File: config.mk
export PLATFORM = sky130hd
export DESIGN_NAME = tap_host_driver
export DESIGN_NICKNAME = d
export VERILOG_FILES = /design/src/rtl/tap_host_pkg.sv /design/src/rtl/tap_host_driver_bit_shifter.sv /design/src/rtl/tap_host_driver.sv
export SDC_FILE = /design/constraint.sdc
export NUM_CORES = 1
export LEC_CHECK = 0
export ABC_AREA = 1
export BUFFER_PORTS_ARGS = -buffer_cell sky130_fd_sc_hd__clkbuf_2
export CAP_MARGIN = 15
export CORE_ASPECT_RATIO = 0.9
export CORE_MARGIN = 10
export CORE_UTILIZATION = 57
export DETAILED_ROUTE_END_ITERATION = 10
export PLACE_DENSITY = 0.84
export SLEW_MARGIN = 20
export SYNTH_ARGS = -nofsm -noshare
export SYNTH_HDL_FRONTEND = slang
export SYNTH_SLANG_ARGS = --single-unit
File: constraint.sdc
create_clock -name clk -period 2.3 [get_ports clk]
set_input_delay 0.46 -clock clk [delete_from_list [all_inputs] [get_ports clk]]
set_output_delay 0.46 -clock clk [all_outputs]
set_load 0.01 [all_outputs]
File: src/rtl/tap_host_pkg.sv
// Shared definitions for the TAP host driver: default widths, reset length
// and the controller state encoding.
package tap_host_pkg;

  localparam int DEF_DATA_WIDTH   = 8;
  localparam int DEF_RESULT_WIDTH = 16;
  localparam int TAP_RST_CYCLES   = 5;

  typedef enum logic [3:0] {
    ST_TAP_RST,
    ST_IDLE,
    ST_SHIFT_IN,
    ST_UPDATE,
    ST_WAIT,
    ST_CAPTURE,
    ST_SHIFT_OUT,
    ST_CHECK,
    ST_DONE
  } tap_state_e;

endpackage

File: src/rtl/tap_host_driver_bit_shifter.sv
// LSB-first shift register: parallel load then serial out from bit 0, while
// serial input enters at the MSB so the first sampled bit ends up in bit 0.
module tap_bit_shifter #(
  parameter int WIDTH = 8
) (
  input  logic             clk,
  input  logic             load_i,
  input  logic [WIDTH-1:0] par_i,
  input  logic             shift_i,
  input  logic             ser_i,
  output logic [WIDTH-1:0] par_o
);

  logic [WIDTH-1:0] sh_q;

  always_ff @(posedge clk) begin
    if (load_i) begin
      sh_q <= par_i;
    end else if (shift_i) begin
      sh_q <= {ser_i, sh_q[WIDTH-1:1]};
    end
  end

  assign par_o = sh_q;

endmodule

File: src/rtl/tap_host_driver.sv
// Host-side JTAG DR driver: shifts puzzle bytes into a target, then polls a
// result register until it reads non-zero or the poll budget runs out.
module tap_host_driver
  import tap_host_pkg::*;
#(
  parameter int DATA_WIDTH    = DEF_DATA_WIDTH,
  parameter int RESULT_WIDTH  = DEF_RESULT_WIDTH,
  parameter int POLL_INTERVAL = 64,
  parameter int MAX_POLLS     = 255
) (
  input  logic                    clk,
  input  logic                    test_logic_reset,
  output logic                    in_ready,
  input  logic                    in_valid,
  input  logic [DATA_WIDTH-1:0]   in_data,
  input  logic                    in_last,
  output logic                    tap_reset,
  output logic                    ir_is_user,
  output logic                    capture_dr,
  output logic                    shift_dr,
  output logic                    update_dr,
  output logic                    tdi,
  input  logic                    tdo,
  output logic                    result_valid,
  output logic [RESULT_WIDTH-1:0] result_data,
  output logic                    result_timeout,
  output logic                    busy
);

  localparam int SW    = (DATA_WIDTH > RESULT_WIDTH) ? DATA_WIDTH : RESULT_WIDTH;
  localparam int CMAX0 = (SW > POLL_INTERVAL) ? SW : POLL_INTERVAL;
  localparam int CMAX  = (CMAX0 > TAP_RST_CYCLES) ? CMAX0 : TAP_RST_CYCLES;
  localparam int CW    = $clog2(CMAX + 1);
  localparam int PW    = $clog2(MAX_POLLS + 1);

  tap_state_e              state_q, state_d;
  logic [CW-1:0]           cnt_q, cnt_d;
  logic [PW-1:0]           poll_q, poll_d;
  logic                    last_q, last_d;
  logic [RESULT_WIDTH-1:0] rdata_q, rdata_d;
  logic                    rvalid_q, rvalid_d;
  logic                    rtimeout_q, rtimeout_d;
  logic                    tdi_q, tdi_d;
  logic                    tap_reset_q, ir_user_q, in_ready_q, busy_q;
  logic                    cap_q, shift_q, upd_q;
  logic                    sh_load, sh_shift;
  logic [SW-1:0]           sh_load_val, sh_q;
  logic [RESULT_WIDTH-1:0] rx_word;

  // One register serves both directions; bit 0 of the byte goes straight to
  // tdi at the handshake, so only the upper bits are preloaded.
  tap_bit_shifter #(.WIDTH(SW)) u_shifter (
    .clk     (clk),
    .load_i  (sh_load),
    .par_i   (sh_load_val),
    .shift_i (sh_shift),
    .ser_i   (tdo),
    .par_o   (sh_q)
  );

  assign rx_word = sh_q[SW-1 -: RESULT_WIDTH];

  always_comb begin
    state_d     = state_q;
    cnt_d       = cnt_q;
    poll_d      = poll_q;
    last_d      = last_q;
    rdata_d     = rdata_q;
    rvalid_d    = 1'b0;
    rtimeout_d  = 1'b0;
    tdi_d       = 1'b0;
    sh_load     = 1'b0;
    sh_shift    = 1'b0;
    sh_load_val = '0;
    sh_load_val[DATA_WIDTH-2:0] = in_data[DATA_WIDTH-1:1];
    unique case (state_q)
      ST_TAP_RST: begin
        if (cnt_q == CW'(TAP_RST_CYCLES - 1)) begin
          state_d = ST_IDLE;
          cnt_d   = '0;
        end else begin
          cnt_d = cnt_q + 1'b1;
        end
      end
      ST_IDLE: begin
        if (in_valid && in_ready_q) begin
          sh_load = 1'b1;
          last_d  = in_last;
          tdi_d   = in_data[0];
          state_d = ST_SHIFT_IN;
          cnt_d   = '0;
        end
      end
      ST_SHIFT_IN: begin
        sh_shift = 1'b1;
        if (cnt_q == CW'(DATA_WIDTH - 1)) begin
          state_d = ST_UPDATE;
          cnt_d   = '0;
        end else begin
          tdi_d = sh_q[0];
          cnt_d = cnt_q + 1'b1;
        end
      end
      ST_UPDATE: begin
        cnt_d = '0;
        if (last_q) begin
          state_d = ST_WAIT;
          poll_d  = '0;
        end else begin
          state_d = ST_IDLE;
        end
      end
      ST_WAIT: begin
        if (cnt_q == CW'(POLL_INTERVAL - 1)) begin
          state_d = ST_CAPTURE;
          cnt_d   = '0;
        end else begin
          cnt_d = cnt_q + 1'b1;
        end
      end
      ST_CAPTURE: begin
        state_d = ST_SHIFT_OUT;
        cnt_d   = '0;
      end
      ST_SHIFT_OUT: begin
        sh_shift = 1'b1;
        if (cnt_q == CW'(RESULT_WIDTH - 1)) begin
          state_d = ST_CHECK;
          cnt_d   = '0;
        end else begin
          cnt_d = cnt_q + 1'b1;
        end
      end
      ST_CHECK: begin
        if (rx_word != '0) begin
          rdata_d  = rx_word;
          rvalid_d = 1'b1;
          state_d  = ST_DONE;
        end else begin
          poll_d = poll_q + 1'b1;
          if (poll_d == PW'(MAX_POLLS)) begin
            rtimeout_d = 1'b1;
            state_d    = ST_DONE;
          end else begin
            state_d = ST_WAIT;
            cnt_d   = '0;
          end
        end
      end
      ST_DONE: begin
        state_d = ST_TAP_RST;
        cnt_d   = '0;
      end
      default: begin
        state_d = ST_TAP_RST;
        cnt_d   = '0;
      end
    endcase
  end

  // Every TAP-facing output is decoded from the next state and registered,
  // so it lines up with the state it belongs to and never glitches.
  always_ff @(posedge clk) begin
    if (test_logic_reset) begin
      state_q     <= ST_TAP_RST;
      cnt_q       <= '0;
      poll_q      <= '0;
      last_q      <= 1'b0;
      tap_reset_q <= 1'b1;
      ir_user_q   <= 1'b0;
      in_ready_q  <= 1'b0;
      cap_q       <= 1'b0;
      shift_q     <= 1'b0;
      upd_q       <= 1'b0;
      tdi_q       <= 1'b0;
      rvalid_q    <= 1'b0;
      rtimeout_q  <= 1'b0;
      rdata_q     <= '0;
      busy_q      <= 1'b1;
    end else begin
      state_q     <= state_d;
      cnt_q       <= cnt_d;
      poll_q      <= poll_d;
      last_q      <= last_d;
      tap_reset_q <= (state_d == ST_TAP_RST);
      ir_user_q   <= (state_d != ST_TAP_RST);
      in_ready_q  <= (state_d == ST_IDLE);
      cap_q       <= (state_d == ST_CAPTURE);
      shift_q     <= (state_d == ST_SHIFT_IN) || (state_d == ST_SHIFT_OUT);
      upd_q       <= (state_d == ST_UPDATE);
      tdi_q       <= tdi_d;
      rvalid_q    <= rvalid_d;
      rtimeout_q  <= rtimeout_d;
      rdata_q     <= rdata_d;
      busy_q      <= (state_d != ST_IDLE);
    end
  end

  assign in_ready       = in_ready_q;
  assign tap_reset      = tap_reset_q;
  assign ir_is_user     = ir_user_q;
  assign capture_dr     = cap_q;
  assign shift_dr       = shift_q;
  assign update_dr      = upd_q;
  assign tdi            = tdi_q;
  assign result_valid   = rvalid_q;
  assign result_timeout = rtimeout_q;
  assign result_data    = rdata_q;
  assign busy           = busy_q;

endmodule

* Word level (Yosys, flattened, before mapping)
Cells that the tools add are included.
Widths: inputs -> output; s select.
** Cells by class
- Add/sub/neg operators :: 2
- Muxes and demuxes :: 30
- Bitwise operators :: 1
- Reductions and logical operators :: 15
- Equal/unequal tests :: 22
** Operators with widths (count)
- $mux 7 :: 9
- $pmux 7 s6 :: 1
- $pmux 4 s8 :: 1
- $mux 4 :: 7
- $eq 4x3->1 const B :: 6
- $eq 4x2->1 const B :: 4
- $mux 8 :: 2
- $pmux 8 s2 :: 1
- $reduce_bool 16->1 :: 1
- $eq 7x3->1 const B :: 2
- $add 8x1->8 const B :: 1
- $eq 4x1->1 const B :: 2
- $eq 8x8->1 const B :: 1
- $logic_not 4->1 :: 2
- $ne 2x2->1 const B :: 4
- $add 7x1->7 const B :: 1
- $eq 7x4->1 const B :: 1
- $eq 7x6->1 const B :: 1
- $mux 1 :: 7
- $reduce_and 3->1 :: 2
- $ne 4x1->1 const B :: 1
- $reduce_and 2->1 :: 2
- $reduce_bool 2->1 :: 2
- $reduce_bool 4->1 :: 1
- 7 further kinds :: 8
** Storage, ports and cells
- Word-level logic and storage cells :: 87
- Register bits :: 62
- Output and inout port bits :: 26

* Longest topological paths before layout
- Depth after elaboration :: 7
- Mapped depth :: 12

* Cells and area by module
From an unflattened synthesis, not the netlist that was laid out.
** Second synthesis, totals
- Cells, all modules :: 386
- Area, all modules :: 3031.7 um^2
** Modules (own cells, without submodules)
- tap_host_driver :: seq. area each 920.9 um^2, area an instance 2301.0 um^2, instances 1, cells each 317
- tap_bit_shifter :: seq. area each 480.5 um^2, area an instance 730.7 um^2, instances 1, cells each 69

* Worst setup path before layout
No wires, ideal clock.
- Path kind :: reg-to-reg
- Start point :: register state_q[1]
- End point :: register u_shifter.sh_q[0], in the netlist u_shifter.par_o[0] (enable)
- Stages on the path, launching flop included :: 6
- Path slack :: 0.724 ns
- Period minus slack after synthesis :: 1.576 ns
- Arrival :: 1.253 ns
- Data required time :: 1.977 ns
- Cell sequence :: dfxtp_1 -> nand2_4 -> nor2_4 -> inv_2 -> buf_2 -> nand2_1
** On the way
- Word-level cells in the longest chain between the ends :: 4
** Ends and longest elaborated chain
- start: declaration :: line tap_host_driver.sv:36 : tap_state_e state_q, state_d;
- start signal: assignment :: line tap_host_driver.sv:181 : state_q <= state_d;
- $eq 4x3->1 / $eq 4x2->1 (equally long branches) :: line tap_host_driver.sv:76 : unique case (state_q)
- $reduce_or 2->1 (no source line)
- $mux 1 :: line tap_host_driver.sv:76
- $reduce_bool 2->1 (no source line) *
- end signal: assignment :: line tap_host_driver_bit_shifter.sv:18 : sh_q <= par_i;
- end signal: assignment :: line tap_host_driver_bit_shifter.sv:20 : sh_q <= {ser_i, sh_q[WIDTH-1:1]};
- end: declaration :: line tap_host_driver_bit_shifter.sv:14 : logic [WIDTH-1:0] sh_q;
Mark *: on every way between the ends. The rest lies on a longest branch, timed or not.
A chain may end at the register's enable or synchronous reset.

* Worst setup path in the final report
- Start point :: register state_q[1]
- End point :: register rdata_q[3], in the netlist result_data[3]
** On the way
- Word-level cells in the longest chain between the ends :: 2
** Ends and longest elaborated chain
- $eq 4x3->1 :: line tap_host_driver.sv:76
- $reduce_and 2->1 (no source line)
- end signal: assignment :: line tap_host_driver.sv:194 : rdata_q <= rdata_d;
- end: declaration :: line tap_host_driver.sv:40 : logic [RESULT_WIDTH-1:0] rdata_q, rdata_d;
No other way between the ends.

==> results.sh <==
export IMPL_p_leak_uw=0.00148
export IMPL_min_from="in_data[0]"
export IMPL_hpwl_um=5010
export IMPL_cts_max_level=3
export IMPL_grt_pass1_vias=2566
export IMPL_reg2reg_depth=6
export IMPL_critPathKind="reg -> reg"
export IMPL_post_cts_setup_buffers=0
export IMPL_grt_max_degree=24
export IMPL_overflow=0
export IMPL_vias=2766
export IMPL_crit_chain="nand2_2, nor2_4, nand2_4, inv_2, o21ai_0, a21oi_1"
export IMPL_finalNetCount=459
export IMPL_cellPowerDensity_mw_per_mm2=680
export IMPL_cts_resized=0
export IMPL_final_setup_tns_ns=0
export IMPL_ys_warnings_count=0
export IMPL_cts_tree="built"
export IMPL_drive_gt1_share_pct=21.0
export IMPL_antenna_found_initial=0
export IMPL_worst_path_max_delay_cell="dfxtp_1"
export IMPL_maxSlewHeadroom_pct=70.7
export IMPL_port_buffers=38
export IMPL_hold_violations=0
export IMPL_clkLatencyLatePin_ns=0.34
export IMPL_hold_depth=3
export IMPL_ir_drop_uv=515
export IMPL_worstMarginPinSlew_ns=0.439
export IMPL_remaining_drc_errors=0
export IMPL_synth_top_area_share_pct=36.9
export IMPL_io_pin_count=39
export IMPL_slew_viol_final=0
export IMPL_worst_path_stages=6
export IMPL_yosysTopAreaCell="dfxtp_1"
export IMPL_clockBufferDepth=2
export IMPL_yosys_top_cells_area="dfxtp_1 37%, nand2_1 11%, edfxtp_1 7.0%"
export IMPL_ant_nets=0
export IMPL_r2r_end="result_data[3]"
export IMPL_drt_total_wl_um=6930
export IMPL_n_antenna_cell=0
export IMPL_clk_pin_slew_ns=0.07
export IMPL_initialDrtViolationCount=105
export IMPL_crit_start="state_q[1]"
export IMPL_die_h_um=88.7
export IMPL_ys_types=36
export IMPL_slowest_delay_ns=0.59
export IMPL_setup_viol=0
export IMPL_finalPower_uw=2310
export IMPL_place_gp_congestion=0.925
export IMPL_rrSetupSlack_ns=0.50
export IMPL_cap_violations=0
export IMPL_start_kind="register"
export IMPL_r2r_start="state_q[1]"
export IMPL_fp_dieW_um=96.3
export IMPL_netlist_area_mm2=0.00299
export IMPL_finalClockSkew_ns=0.0107
export IMPL_min_period_ns=1.80
export IMPL_end_kind="register"
export IMPL_cts_sinks=62
export IMPL_synth_seq_area_share_pct=43.9
export IMPL_syn_inst=402
export IMPL_syn_area_per_cell_um2=7.43
export IMPL_num_fill_cells=438
export IMPL_synth_nets=419
export IMPL_crit_buf_inv=1
export IMPL_ys_ff_latch=62
export IMPL_hold_path_class="in -> reg"
export IMPL_coreArea_mm2=0.00495
export IMPL_root_buffer="clkbuf_8"
export IMPL_via_per_inst=5.40
export IMPL_mostFrequentLayoutCell="nand2_1"
export IMPL_rows=24
export IMPL_rsz0062_at_grt="false"
export IMPL_critical_path_top_delay_family="flip-flops"
export IMPL_max_freq_mhz=554
export IMPL_cp_required_ns=2.57
export IMPL_grt_pass1_wl_um=11600
export IMPL_timing_final_crit_share_pct=78.4
export IMPL_wl_per_cell_um=13.5
export IMPL_initial_core_util_pct=60.3
export IMPL_first_pass_iters=5
export IMPL_hold_buffers=0
export IMPL_syn2layout_area_growth_pct=13.9
export IMPL_grt_usage_pct=17.1
export IMPL_arrival_ns=2.08
export IMPL_path_max_fanout=23
export IMPL_hold_end="tdi"
export IMPL_final_cell_mix="86 x nand2_1, 55 x dfxtp_1, 44 x nor2_1"
export IMPL_dieArea_mm2=0.00854
export IMPL_status="finished, final reports clean"
export IMPL_numCtsBuffers=9
-- area by class of cell --
cell class / instances / area [um2] / area share [%]
multi-input combinational: 279 / 1430 / 42.0
timing repair buffer: 41 / 213 / 6.25
clock inverter: 4 / 48.8 / 1.43
inverter: 49 / 184 / 5.41
clock buffer: 12 / 135 / 3.97
tap: 65 / 81.3 / 2.39
sequential: 62 / 1310 / 38.5
-- cells by family after synthesis --
logic type	synth area share (%)
compound gates	12.5
flops	43.9
fa+ha+maj	1.68
xor+xnor	0.293
buf+inv	8.29
simple gates	33.4
-- Yosys cell counts, drive strengths merged --
| cell type | n |
|---|---|
| o211ai | 1 |
| o21bai | 1 |
| xor2 | 1 |
| nor4 | 2 |
| o31ai | 2 |
| a21oi | 33 |
| a22oi | 2 |
| nor3b | 2 |
| nand3 | 42 |
| nor3 | 5 |
| a31oi | 1 |
| dfxtp | 55 |
| o21ai | 30 |
| and3 | 1 |
| nor2 | 51 |
| nand2 | 93 |
| edfxtp | 7 |
| ha | 4 |
| clkbuf | 4 |
| inv | 49 |
| o22ai | 1 |
| buf | 8 |
| nand4 | 7 |
-- routing by layer --
| layer | wire (um) | track usage, % | vias up |
|---|---|---|---|
| li1 | - | - | 1404 |
| met1 | 3000 | 20.5 | 1272 |
| met2 | 3340 | 28.0 | 81 |
| met4 | 95 | 5.41 | 0 |
| met5 | 0 | 0 | - |
| met3 | 490 | 6.18 | 9 |
-- worst max path at each step --
stage,to,slack [ns]
finish,result_data[3],0.50
global route,cnt_q[6],0.31
CTS,busy,0.50
detailed placement,busy,0.51
global placement,busy,0.51
floorplan,u_shifter.par_o[0],0.72
-- worst min-delay path: cells and delay by family --
family                 cells  cell delay [ns]
AO/OA/AOI/OAI              1             0.06
buffers and inverters      1             0.08
AND/OR/NAND/NOR            1             0.05
-- registers in the layout (all words and copies together) (netlist names) --
register and flops:
result_data 16, u_shifter.par_o 16, poll_q 8, cnt_q 7
state_q 4, busy 1, capture_dr 1, in_ready 1
ir_is_user 1, last_q 1, result_timeout 1, result_valid 1
shift_dr 1, tap_reset 1, tdi 1, update_dr 1
-- power by group --
| group | total [uW] | internal, uW | leakage, uW | switching (uW) |
|---|---|---|---|---|
| clock | 910 | 500 | 0.0000943 | 411 |
| combinational | 201 | 82.0 | 0.000875 | 119 |
| sequential | 1200 | 1150 | 0.000508 | 54.4 |
| total | 2310 | 1730 | 0.00148 | 585 |
-- metrics by stage --
stage | setup slack (ns) | cells | util [%] | hold WS (ns) | cell area, um2
2_1_floorplan | 0.724 | 402 | - | 0.445 | 2990
3_3_place_gp | 0.507 | 496 | 64.9 | 0.463 | 3220
3_5_place_dp | 0.510 | 496 | 64.9 | 0.476 | 3220
4_1_cts | 0.499 | 512 | 68.7 | 0.352 | 3400
5_1_grt | 0.313 | 512 | 68.7 | 0.346 | 3400
6_report | 0.496 | 512 | 68.7 | 0.356 | 3400
No activity file was read; power rests on OpenSTA's default activity.
